### config.mk
export PLATFORM = sky130hd
export DESIGN_NAME = lsq_mem_arbiter_flat
export DESIGN_NICKNAME = d
export VERILOG_FILES = /design/src/rtl/lsq_pkg.sv /design/src/rtl/lsq_mem_arbiter_if.sv /design/src/rtl/lsq_mem_arbiter_rr_arb3.sv /design/src/rtl/lsq_mem_arbiter.sv /design/src/flat_wrapper.sv
export SDC_FILE = /design/constraint.sdc
export NUM_CORES = 1
export LEC_CHECK = 0
export CAP_MARGIN = 20
export CORE_AREA = 2 2 235 237
export DETAILED_ROUTE_END_ITERATION = 16
export DIE_AREA = 0 0 237 239
export PLACE_DENSITY = 0.43
export SLEW_MARGIN = 15
export SYNTH_ARGS = -nofsm -noshare
export SYNTH_HDL_FRONTEND = slang
export SYNTH_SLANG_ARGS = --single-unit
### constraint.sdc
create_clock -name clock -period 2.45 [get_ports clock]
set_input_delay 0.49 -clock clock [delete_from_list [all_inputs] [get_ports clock]]
set_output_delay 0.49 -clock clock [all_outputs]
set_load 0.05 [all_outputs]
### src/rtl/lsq_pkg.sv
// Shared types for the LSQ data-memory arbiter: command, requester and state encodings.
// Latency: none (types and a pure helper function only).
// Backpressure: not applicable.
package lsq_pkg;

    typedef enum logic [1:0] {
        NONE  = 2'd0,
        LOAD  = 2'd1,
        STORE = 2'd2
    } mem_cmd_e;

    typedef enum logic [1:0] {
        REQ_ST1 = 2'd0,
        REQ_ST2 = 2'd1,
        REQ_LD  = 2'd2
    } arb_req_e;

    typedef enum logic [1:0] {
        IDLE    = 2'd0,
        ISSUE   = 2'd1,
        WAIT_RD = 2'd2
    } arb_state_e;

    // Next requester in round-robin order, wrapping ld back to st1.
    function automatic arb_req_e next_req(input arb_req_e r);
        case (r)
            REQ_ST1: return REQ_ST2;
            REQ_ST2: return REQ_LD;
            default: return REQ_ST1;
        endcase
    endfunction

endpackage

### src/rtl/lsq_mem_arbiter_if.sv
// Bundles the SQ/LQ requester, load-response, memory and status signals of the arbiter.
// Latency: none (wiring only).
// Backpressure: req held until gnt; memory throttles the arbiter through mem_ack.
interface lsq_mem_arbiter_if
    import lsq_pkg::*;
#(
    parameter int ADDR_W   = 64,
    parameter int DATA_W   = 64,
    parameter int LQ_IDX_W = 3
);
    logic                st1_req;
    logic [ADDR_W-1:0]   st1_addr;
    logic [DATA_W-1:0]   st1_data;
    logic                st1_gnt;
    logic                st2_req;
    logic [ADDR_W-1:0]   st2_addr;
    logic [DATA_W-1:0]   st2_data;
    logic                st2_gnt;
    logic                ld_req;
    logic [ADDR_W-1:0]   ld_addr;
    logic [LQ_IDX_W-1:0] ld_idx;
    logic                ld_gnt;
    logic                ld_squash;
    logic                ld_rvalid;
    logic [DATA_W-1:0]   ld_rdata;
    logic [LQ_IDX_W-1:0] ld_ridx;
    mem_cmd_e            mem_cmd;
    logic [ADDR_W-1:0]   mem_addr;
    logic [DATA_W-1:0]   mem_wdata;
    logic                mem_ack;
    logic                mem_rvalid;
    logic [DATA_W-1:0]   mem_rdata;
    logic                busy;
    logic                timeout_err;
`ifdef LSQ_MEM_ARB_PERF_EN
    logic [31:0]         perf_st1_cnt;
    logic [31:0]         perf_st2_cnt;
    logic [31:0]         perf_ld_cnt;
    logic [31:0]         perf_stall_cnt;
`endif

    // Arbiter side.
    modport master (
        input  st1_req, st1_addr, st1_data, st2_req, st2_addr, st2_data,
        input  ld_req, ld_addr, ld_idx, ld_squash,
        input  mem_ack, mem_rvalid, mem_rdata,
        output st1_gnt, st2_gnt, ld_gnt, ld_rvalid, ld_rdata, ld_ridx,
        output mem_cmd, mem_addr, mem_wdata, busy, timeout_err
`ifdef LSQ_MEM_ARB_PERF_EN
        , output perf_st1_cnt, perf_st2_cnt, perf_ld_cnt, perf_stall_cnt
`endif
    );

    // LSQ / memory side.
    modport slave (
        output st1_req, st1_addr, st1_data, st2_req, st2_addr, st2_data,
        output ld_req, ld_addr, ld_idx, ld_squash,
        output mem_ack, mem_rvalid, mem_rdata,
        input  st1_gnt, st2_gnt, ld_gnt, ld_rvalid, ld_rdata, ld_ridx,
        input  mem_cmd, mem_addr, mem_wdata, busy, timeout_err
`ifdef LSQ_MEM_ARB_PERF_EN
        , input perf_st1_cnt, perf_st2_cnt, perf_ld_cnt, perf_stall_cnt
`endif
    );

endinterface

### src/rtl/lsq_mem_arbiter_rr_arb3.sv
// Combinational 3-way round-robin picker: first requester at or after ptr wins.
// Latency: 0 cycles (pure combinational).
// Backpressure: none; caller decides when the pick is consumed.
module rr_arb3
    import lsq_pkg::*;
(
    input  logic [2:0] req,
    input  arb_req_e   ptr,
    output logic [2:0] gnt,
    output arb_req_e   id,
    output logic       vld
);
    arb_req_e cand [3];

    // Scan candidates in priority order ptr, ptr+1, ptr+2 and take the first active one.
    always_comb begin
        cand[0] = ptr;
        cand[1] = next_req(ptr);
        cand[2] = next_req(cand[1]);
        gnt     = 3'b000;
        id      = REQ_ST1;
        vld     = 1'b0;
        for (int k = 0; k < 3; k++) begin
            if (!vld && req[cand[k]]) begin
                vld          = 1'b1;
                gnt[cand[k]] = 1'b1;
                id           = cand[k];
            end
        end
    end

endmodule

### src/rtl/lsq_mem_arbiter.sv
// Round-robin sequencer of the single D-memory port between SQ thread 1/2 drains and LQ misses.
// Latency: req in IDLE -> mem_cmd next cycle; gnt same cycle as mem_ack; ld_rvalid 1 cycle after mem_rvalid.
// Backpressure: one transaction at a time, held until mem_ack; timeout after MAX_WAIT cycles. Optional: LSQ_MEM_ARB_PERF_EN.
module lsq_mem_arbiter
    import lsq_pkg::*;
#(
    parameter int ADDR_W   = 64,   // must match the bound interface
    parameter int DATA_W   = 64,
    parameter int LQ_IDX_W = 3,
    parameter int MAX_WAIT = 64
)(
    input  logic               clock,
    input  logic               reset,
    lsq_mem_arbiter_if.master  bus
);
    localparam int CNT_W = $clog2(MAX_WAIT + 1);

    arb_state_e          state;
    arb_req_e            rr_ptr;
    arb_req_e            owner;
    logic [ADDR_W-1:0]   own_addr;
    logic [DATA_W-1:0]   own_data;
    logic [LQ_IDX_W-1:0] own_idx;
    logic [CNT_W-1:0]    wait_cnt;
    logic                squash_seen;
    logic                timeout_q;
    logic                rvalid_q;
    logic [DATA_W-1:0]   rdata_q;
    logic [LQ_IDX_W-1:0] ridx_q;

    logic [2:0] pick_gnt;
    arb_req_e   pick_id;
    logic       pick_vld;
    logic       acked;
    logic       expired;

    rr_arb3 u_rr (
        .req ({bus.ld_req, bus.st2_req, bus.st1_req}),
        .ptr (rr_ptr),
        .gnt (pick_gnt),
        .id  (pick_id),
        .vld (pick_vld)
    );

    assign acked   = (state == ISSUE) && bus.mem_ack;
    assign expired = (wait_cnt == CNT_W'(MAX_WAIT - 1));

    // Command is presented only while issuing; loads carry zero write data via own_data.
    assign bus.mem_cmd   = (state != ISSUE) ? NONE : ((owner == REQ_LD) ? LOAD : STORE);
    assign bus.mem_addr  = (state == ISSUE) ? own_addr : '0;
    assign bus.mem_wdata = (state == ISSUE) ? own_data : '0;

    assign bus.st1_gnt     = acked && (owner == REQ_ST1);
    assign bus.st2_gnt     = acked && (owner == REQ_ST2);
    assign bus.ld_gnt      = acked && (owner == REQ_LD);
    assign bus.busy        = (state != IDLE);
    assign bus.timeout_err = timeout_q;
    assign bus.ld_rvalid   = rvalid_q;
    assign bus.ld_rdata    = rdata_q;
    assign bus.ld_ridx     = ridx_q;

    // Main sequencer: select, issue, await read data, with a per-phase timeout.
    always_ff @(posedge clock) begin
        if (reset) begin
            state       <= IDLE;
            rr_ptr      <= REQ_ST1;
            owner       <= REQ_ST1;
            own_addr    <= '0;
            own_data    <= '0;
            own_idx     <= '0;
            wait_cnt    <= '0;
            squash_seen <= 1'b0;
            timeout_q   <= 1'b0;
            rvalid_q    <= 1'b0;
            rdata_q     <= '0;
            ridx_q      <= '0;
        end else begin
            rvalid_q <= 1'b0;
            case (state)
                IDLE: begin
                    if (pick_vld) begin
                        owner    <= pick_id;
                        wait_cnt <= '0;
                        state    <= ISSUE;
                        if (pick_gnt[0]) begin
                            own_addr <= bus.st1_addr;
                            own_data <= bus.st1_data;
                        end else if (pick_gnt[1]) begin
                            own_addr <= bus.st2_addr;
                            own_data <= bus.st2_data;
                        end else begin
                            own_addr <= bus.ld_addr;
                            own_data <= '0;
                            own_idx  <= bus.ld_idx;
                        end
                    end
                end
                ISSUE: begin
                    if (bus.mem_ack) begin
                        rr_ptr <= next_req(owner);
                        if (owner == REQ_LD) begin
                            wait_cnt    <= '0;
                            squash_seen <= 1'b0;
                            state       <= WAIT_RD;
                        end else begin
                            state <= IDLE;
                        end
                    end else if (expired) begin
                        timeout_q <= 1'b1;
                        rr_ptr    <= next_req(owner);
                        state     <= IDLE;
                    end else begin
                        wait_cnt <= wait_cnt + 1'b1;
                    end
                end
                WAIT_RD: begin
                    if (bus.mem_rvalid) begin
                        rdata_q  <= bus.mem_rdata;
                        ridx_q   <= own_idx;
                        rvalid_q <= !(squash_seen || bus.ld_squash);
                        state    <= IDLE;
                    end else if (expired) begin
                        timeout_q <= 1'b1;
                        state     <= IDLE;
                    end else begin
                        wait_cnt <= wait_cnt + 1'b1;
                        if (bus.ld_squash) squash_seen <= 1'b1;
                    end
                end
                default: state <= IDLE;
            endcase
        end
    end

`ifdef LSQ_MEM_ARB_PERF_EN
    logic [31:0] perf_st1, perf_st2, perf_ld, perf_stall;

    // Saturating grant and issue-stall counters.
    always_ff @(posedge clock) begin
        if (reset) begin
            perf_st1   <= '0;
            perf_st2   <= '0;
            perf_ld    <= '0;
            perf_stall <= '0;
        end else begin
            if (bus.st1_gnt && perf_st1 != '1) perf_st1 <= perf_st1 + 32'd1;
            if (bus.st2_gnt && perf_st2 != '1) perf_st2 <= perf_st2 + 32'd1;
            if (bus.ld_gnt  && perf_ld  != '1) perf_ld  <= perf_ld  + 32'd1;
            if (state == ISSUE && !bus.mem_ack && perf_stall != '1)
                perf_stall <= perf_stall + 32'd1;
        end
    end

    assign bus.perf_st1_cnt   = perf_st1;
    assign bus.perf_st2_cnt   = perf_st2;
    assign bus.perf_ld_cnt    = perf_ld;
    assign bus.perf_stall_cnt = perf_stall;
`endif

endmodule

### src/flat_wrapper.sv
// flat-port wrapper written by rule: the top's interface ports become plain ports
module lsq_mem_arbiter_flat import lsq_pkg::*;
#(
    parameter int ADDR_W   = 64,                                    
    parameter int DATA_W   = 64,
    parameter int LQ_IDX_W = 3,
    parameter int MAX_WAIT = 64
)
  (clock, reset, bus_st1_req, bus_st1_addr, bus_st1_data, bus_st2_req, bus_st2_addr, bus_st2_data, bus_ld_req, bus_ld_addr, bus_ld_idx, bus_ld_squash, bus_mem_ack, bus_mem_rvalid, bus_mem_rdata, bus_st1_gnt, bus_st2_gnt, bus_ld_gnt, bus_ld_rvalid, bus_ld_rdata, bus_ld_ridx, bus_mem_cmd, bus_mem_addr, bus_mem_wdata, bus_busy, bus_timeout_err);
  lsq_mem_arbiter_if #(.ADDR_W(ADDR_W), .DATA_W(DATA_W), .LQ_IDX_W(LQ_IDX_W)) bus_i ();
  input  logic clock;
  input  logic reset;
  input wire logic [$bits(bus_i.st1_req)-1:0] bus_st1_req;
  input wire logic [$bits(bus_i.st1_addr)-1:0] bus_st1_addr;
  input wire logic [$bits(bus_i.st1_data)-1:0] bus_st1_data;
  input wire logic [$bits(bus_i.st2_req)-1:0] bus_st2_req;
  input wire logic [$bits(bus_i.st2_addr)-1:0] bus_st2_addr;
  input wire logic [$bits(bus_i.st2_data)-1:0] bus_st2_data;
  input wire logic [$bits(bus_i.ld_req)-1:0] bus_ld_req;
  input wire logic [$bits(bus_i.ld_addr)-1:0] bus_ld_addr;
  input wire logic [$bits(bus_i.ld_idx)-1:0] bus_ld_idx;
  input wire logic [$bits(bus_i.ld_squash)-1:0] bus_ld_squash;
  input wire logic [$bits(bus_i.mem_ack)-1:0] bus_mem_ack;
  input wire logic [$bits(bus_i.mem_rvalid)-1:0] bus_mem_rvalid;
  input wire logic [$bits(bus_i.mem_rdata)-1:0] bus_mem_rdata;
  output wire logic [$bits(bus_i.st1_gnt)-1:0] bus_st1_gnt;
  output wire logic [$bits(bus_i.st2_gnt)-1:0] bus_st2_gnt;
  output wire logic [$bits(bus_i.ld_gnt)-1:0] bus_ld_gnt;
  output wire logic [$bits(bus_i.ld_rvalid)-1:0] bus_ld_rvalid;
  output wire logic [$bits(bus_i.ld_rdata)-1:0] bus_ld_rdata;
  output wire logic [$bits(bus_i.ld_ridx)-1:0] bus_ld_ridx;
  output wire logic [$bits(bus_i.mem_cmd)-1:0] bus_mem_cmd;
  output wire logic [$bits(bus_i.mem_addr)-1:0] bus_mem_addr;
  output wire logic [$bits(bus_i.mem_wdata)-1:0] bus_mem_wdata;
  output wire logic [$bits(bus_i.busy)-1:0] bus_busy;
  output wire logic [$bits(bus_i.timeout_err)-1:0] bus_timeout_err;
  assign bus_i.st1_req = bus_st1_req;
  assign bus_i.st1_addr = bus_st1_addr;
  assign bus_i.st1_data = bus_st1_data;
  assign bus_i.st2_req = bus_st2_req;
  assign bus_i.st2_addr = bus_st2_addr;
  assign bus_i.st2_data = bus_st2_data;
  assign bus_i.ld_req = bus_ld_req;
  assign bus_i.ld_addr = bus_ld_addr;
  assign bus_i.ld_idx = bus_ld_idx;
  assign bus_i.ld_squash = bus_ld_squash;
  assign bus_i.mem_ack = bus_mem_ack;
  assign bus_i.mem_rvalid = bus_mem_rvalid;
  assign bus_i.mem_rdata = bus_mem_rdata;
  assign bus_st1_gnt = bus_i.st1_gnt;
  assign bus_st2_gnt = bus_i.st2_gnt;
  assign bus_ld_gnt = bus_i.ld_gnt;
  assign bus_ld_rvalid = bus_i.ld_rvalid;
  assign bus_ld_rdata = bus_i.ld_rdata;
  assign bus_ld_ridx = bus_i.ld_ridx;
  assign bus_mem_cmd = bus_i.mem_cmd;
  assign bus_mem_addr = bus_i.mem_addr;
  assign bus_mem_wdata = bus_i.mem_wdata;
  assign bus_busy = bus_i.busy;
  assign bus_timeout_err = bus_i.timeout_err;
  lsq_mem_arbiter #(.ADDR_W(ADDR_W), .DATA_W(DATA_W), .LQ_IDX_W(LQ_IDX_W), .MAX_WAIT(MAX_WAIT)) u_core (.clock(clock), .reset(reset), .bus(bus_i));
endmodule
# --- Yosys cells after proc, flatten, opt, wreduce, memory -nomap -nowiden ---
# Index checks and enable logic that the tools add are counted.
# W data, S select, Z words.
word_totals:
  reg_bits: 214
  input_bits: 395
  out_inout_bits: 203
  wordCells: 126
op_classes:
  addsub: 1
  order_cmp: 6
  eq_ne: 16
  mux: 56
  bitwise: 6
  n_reduce_logical: 29
op_table:
  columns: ["operator", "count"]
  rows:
  - ["$mux W64", 6]
  - ["$mux W7", 5]
  - ["$mux W2", 15]
  - ["$pmux W7 S3", 1]
  - ["$mux W1", 17]
  - ["$ne A2 B2 Y1 const B", 6]
  - ["$pmux W2 S2", 3]
  - ["$logic_and A1 B1 Y1", 9]
  - ["$lt A2 B3 Y1 const B", 3]
  - ["$eq A2 B1 Y1 const B", 4]
  - ["$logic_not A2 Y1", 4]
  - ["$reduce_and A4 Y1", 2]
  - ["$add A7 B1 Y7 const B", 1]
  - ["$eq A7 B6 Y1 const B", 1]
  - ["$bmux W1 S2", 3]
  - ["$demux W1 S2", 3]
  - ["$ge A2 B1 Y1 const B", 3]
  - ["$pmux W2 S3", 1]
  - ["$reduce_and A2 Y1", 3]
  - ["$reduce_and A6 Y1", 1]
  - ["$reduce_bool A2 Y1", 3]
  - ["$eq A2 B2 Y1 const B", 2]
  - ["$ne A2 B1 Y1 const B", 2]
  - ["$not A1 Y1", 4]
  - ["other kinds (8)", 12]

# --- Longest topological paths before layout ---
logic_depth:
  depth_word: 12
  mapped_depth: 9
  ltp_nobuf: 7

# --- Cells and area by module ---
# A second synthesis with hierarchy kept.
unflattened:
  cells_unflattened: 1345
  hier_area_um2: 10194.8
by_module_without_submodules:
  columns: ["module", "n_inst", "cells_each", "area_per_inst_um2", "seq_area_each_um2"]
  rows:
  - ["lsq_mem_arbiter", 1, 1332, 10104.7, 4284.1]
  - ["rr_arb3", 1, 13, 90.1, 0.0]

# --- Worst setup path after synthesis ---
# No wires, ideal clock.
synth_timing:
  path_type: "register to output"
  start: "register u_core.state[1]"
  end: "output bus_st2_gnt"
  arrival_ps: 2073
  required_time_ps: 1960
  path_slack_ps: -113
  path_stages_with_launch: 6
  path_buffers: 1
  cell_sequence: "dfxtp_1 -> inv_1 -> ha_1 -> clkbuf_1 -> nand2_1 -> nor3b_1"
synth_via:
  elab_chain_cells: 3
synth_lines:
  columns: ["element", "line", "source"]
  rows:
  - ["start: declaration", "lsq_mem_arbiter.sv:18", "arb_state_e state;"]
  - ["start signal: assignment", "lsq_mem_arbiter.sv:65", "state <= IDLE;"]
  - ["start signal: assignment", "lsq_mem_arbiter.sv:84", "state <= ISSUE;"]
  - ["start signal: assignment", "lsq_mem_arbiter.sv:104", "state <= WAIT_RD;"]
  - ["$eq A2 B1 Y1", "lsq_mem_arbiter.sv:45", "assign acked = (state == ISSUE) && bus.mem_ack;"]
  - ["$logic_and A1 B1 Y1", "lsq_mem_arbiter.sv:45", null]
  - ["$logic_and A1 B1 Y1", "lsq_mem_arbiter.sv:54", "assign bus.st2_gnt = acked && (owner == REQ_ST2);"]
  - ["end: declaration", "flat_wrapper.sv:27", "output wire logic [$bits(bus_i.st2_gnt)-1:0] bus_st2_gnt;"]
# Every way passes these cells.

# --- Worst setup path in the final report ---
layout_timing:
  start: "register u_core.state[1]"
  end: "output bus_mem_wdata[8]"
layout_via:
  elab_chain_cells: 2
layout_lines:
  columns: ["element", "line", "source"]
  rows:
  - ["$eq A2 B1 Y1", "lsq_mem_arbiter.sv:51", "assign bus.mem_wdata = (state == ISSUE) ? own_data : '0;"]
  - ["$mux W64", "lsq_mem_arbiter.sv:51", null]
  - ["end: declaration", "flat_wrapper.sv:34", "output wire logic [$bits(bus_i.mem_wdata)-1:0] bus_mem_wdata;"]
# Every way passes these cells.

==> results.yml <==
finish:
  final_area_mm2: 0.0203
  fillers: 5535
  finish.net_count: 2222
  area_growth_pct: 95.8
  final_layout_size_suffix_gt1_share_pct: 17.4
  multiInputGateArea_mm2: 0.00572
  seqCellArea_mm2: 0.00429
setup_path:
  crit_start: "u_core.state[1]"
  worstRegToRegCells: 7
  cp-start-kind: "flip-flop"
  crit_end: "bus_mem_wdata[8]"
  worstSetupEndpointType: "primary output"
  r2r_slack_ns: 0.27
  path_class: "flip-flop to primary output"
  cp_max_fo: 16
  cp.required_ns: 1.96
  reg2reg_from: "u_core.state[0]"
  regToRegEndpoint: "u_core.wait_cnt[5]"
  critPathArrivalTime_ns: 1.89
pwr:
  power_per_cell_area_mw_per_mm2: 596
  total_power_mw: 12.1
  p_leak_nw: 7.38
  ir_worst_vdd_mv: 0.524
logic_synthesis:
  syn_area_per_cell_um2: 8.41
  ys_ff_latch: 214
  synthFlopType: "dfxtp_1"
  syn_nets: 1634
  synth_top_area_cell: "dfxtp_1"
  synthTopCellsByArea: "dfxtp_1 (41%), and2_1 (8.0%), mux2i_1 (6.5%), a221oi_1 (5.4%), nand4b_1 (5.4%)"
  async_flop_share_pct: 0
  syn_inst: 1234
  yosysWarnings: 0
  netlist_area_mm2: 0.0104
  yosysTopAreaCellShare_pct: 41.3
  ys_types: 40
  synth_seq_area_share_pct: 41.3
  synth-edff-count: 0
drt:
  wl_per_cell_um: 20.8
  drc_errors: 0
  first_pass_iters: 4
  detail_route.iter0.violations: 430
  num_vias: 11600
  routed_via_density: 4.53
  ant_nets: 0
  wirelength_um: 53100
place:
  post-place-ws_ns: -0.212
  routabilityCongestion: 0.795
  post-dp-hpwl_um: 38200
  io_buffers: 597
  place_area_mm2: 0.0190
sta:
  maxSlewHeadroom_pct: 52.2
  fmax_ghz: 0.420
  finalSetupViolCount: 0
  fin_crit_sh_pct: 97.3
  tightestPinTransition_ns: 0.717
  finalClockSkew_ns: 0.0153
  slew_viol_final: 0
  period_needed_ns: 2.38
  fin_ws_ns: 0.0665
  finalHoldViolations: 0
  holdWs_ns: 0.440
  rsz0062_at_grt: "true"
outcome:
  outcome: "completed"
floorplan:
  start_util_pct: 19.1
  io_pins: 598
  row_count: 86
  die_h_um: 239
  fp.dieW_um: 237
  core_mm2: 0.0543
  die-area_mm2: 0.0566
worst_hold_path:
  hp-class: "flip-flop to flip-flop"
global_routing:
  overflow: 0
  grt_first_pass_wirelength_um: 75900
  antenna_found_initial: 11
  grt_pass1_vias: 11800
  grt_usage_pct: 17.5
  grt_max_degree: 168
cts:
  cts_root_buffer: "clkbuf_16"
  clock_latency_ns: 0.56
  numCtsBuffers: 29
  cts_tree: "done"
  htreeDepth: 1
  clockBufferDepth: 3
  numClockSinks: 214
  clk_pin_slew_ns: 0.06
job:
  max_cap_viol_count: 0
==> final cells by class <==
type	instances	share of cell area [%]
timing repair buffer	686	41.2
tap	704	4.34
clock buffer	42	4.26
inverter	5	0.0924
sequential	214	21.1
clock inverter	9	0.745
multi-input combinational	886	28.2
antenna	7	0.0862
==> kinds of logic (layout without fill, tap and decap cells) <==
group / Yosys count / after routing / share of synthesized area (%)
and+or+nand+nor: 583 / 583 / 31.3
other: 0 / 7 / 0
adders and majority gates: 5 / 5 / 0.603
AOI/OAI and AO/OA: 231 / 231 / 15.4
DFF: 214 / 214 / 41.3
buffers and inverters: 134 / 742 / 4.96
muxes: 67 / 67 / 6.46
==> per-stage QoR <==
step / TNS (ns) / instances / utilization (%)
after floorplan: 0 / 1234 / -
final: 0 / 2553 / 37.4
after global routing: -0.156 / 2549 / 37.4
after global placement: -8.79 / 2487 / 35.0
after detailed placement: -11.65 / 2487 / 35.0
after CTS: -1.09 / 2539 / 36.9
==> worst min-delay path by stage <==
stage / startpoint / to / cells past startpoint / slack (ns)
floorplan: u_core.squash_seen / u_core.bus.ld_rvalid / 1 / 0.40
global route: bus_mem_rdata[56] / u_core.bus.ld_rdata[56] / 3 / 0.46
CTS: u_core.squash_seen / u_core.bus.ld_rvalid / 1 / 0.44
finish: u_core.squash_seen / u_core.bus.ld_rvalid / 1 / 0.44
detailed placement: u_core.squash_seen / u_core.bus.ld_rvalid / 1 / 0.43
global placement: u_core.squash_seen / u_core.bus.ld_rvalid / 1 / 0.41
==> Yosys cell counts (2+ instances only) <==
master / count
a211oi_1: 2
a21oi_1: 80
a221oi_1: 64
a31oi_1: 4
a41oi_1: 2
and2_1: 132
buf_1: 8
buf_2: 9
clkbuf_1: 112
dfxtp_1: 214
ha_1: 5
inv_1: 4
mux2i_1: 67
nand2_1: 143
nand2b_1: 2
nand3_1: 4
nand3b_1: 65
nand4_1: 3
nand4b_1: 64
nor2_1: 83
nor2b_1: 6
nor3_1: 67
nor3b_1: 2
nor4_1: 3
o211ai_1: 64
o21ai_0: 8
or3_1: 2
or4_1: 3
==> critical path, stage by stage (launching register included) <==
cell,delay (ns)
dfxtp_2,0.33
inv_2,0.08
ha_4,0.17
buf_12,0.18
clkbuf_16,0.22
and2_1,0.18
buf_12,0.15
==> placed cells by master, fill, tap and decap left out, types with 35 or more instances in the layout <==
cell / count
clkdlybuf4s50_1: 462
dfxtp_1: 212
buf_12: 155
nand2_1: 141
and2_1: 96
nor2_1: 82
a21oi_1: 80
nor3_1: 67
mux2i_1: 67
nand3b_1: 65
a221oi_1: 64
nand4b_1: 64
o211ai_1: 64
buf_4: 61
and2_4: 35
==> state kept, by name (all words and copies together), names as in the netlist <==
name                    flops
u_core.bus.ld_rdata        64
u_core.bus.ld_ridx          3
u_core.bus.ld_rvalid        1
u_core.bus.timeout_err      1
u_core.own_addr            64
u_core.own_data            64
u_core.own_idx              3
u_core.owner                2
u_core.rr_ptr               2
u_core.squash_seen          1
u_core.state                2
u_core.wait_cnt             7
==> routing by layer <==
| layer | up-vias | global-route usage [%] | share of wire (%) |
|---|---|---|---|
| met4 | 10 | 4.66 | 1.9 |
| met5 | - | 0 | 0.11 |
| met3 | 54 | 5.69 | 7.8 |
| li1 | 5612 | - | - |
| met2 | 399 | 31.3 | 50 |
| met1 | 5489 | 19.8 | 40 |
==> power breakdown <==
part           switching (mW)  total, mW  internal [mW]
Sequential              0.136       3.90           3.76
Combinational            1.80       3.68           1.88
Clock                    1.68       4.52           2.84
Total                    3.61       12.1           8.48
==> timing repair <==
item                       CTS  global route
gates resized for setup      2            40
buffers inserted             1             2
hold buffers                 0             0
gates cloned                 0             5
setup endpoints to repair  131           131
hold endpoints to repair     0             0
Note: power is estimated with default switching activity, not from simulation.
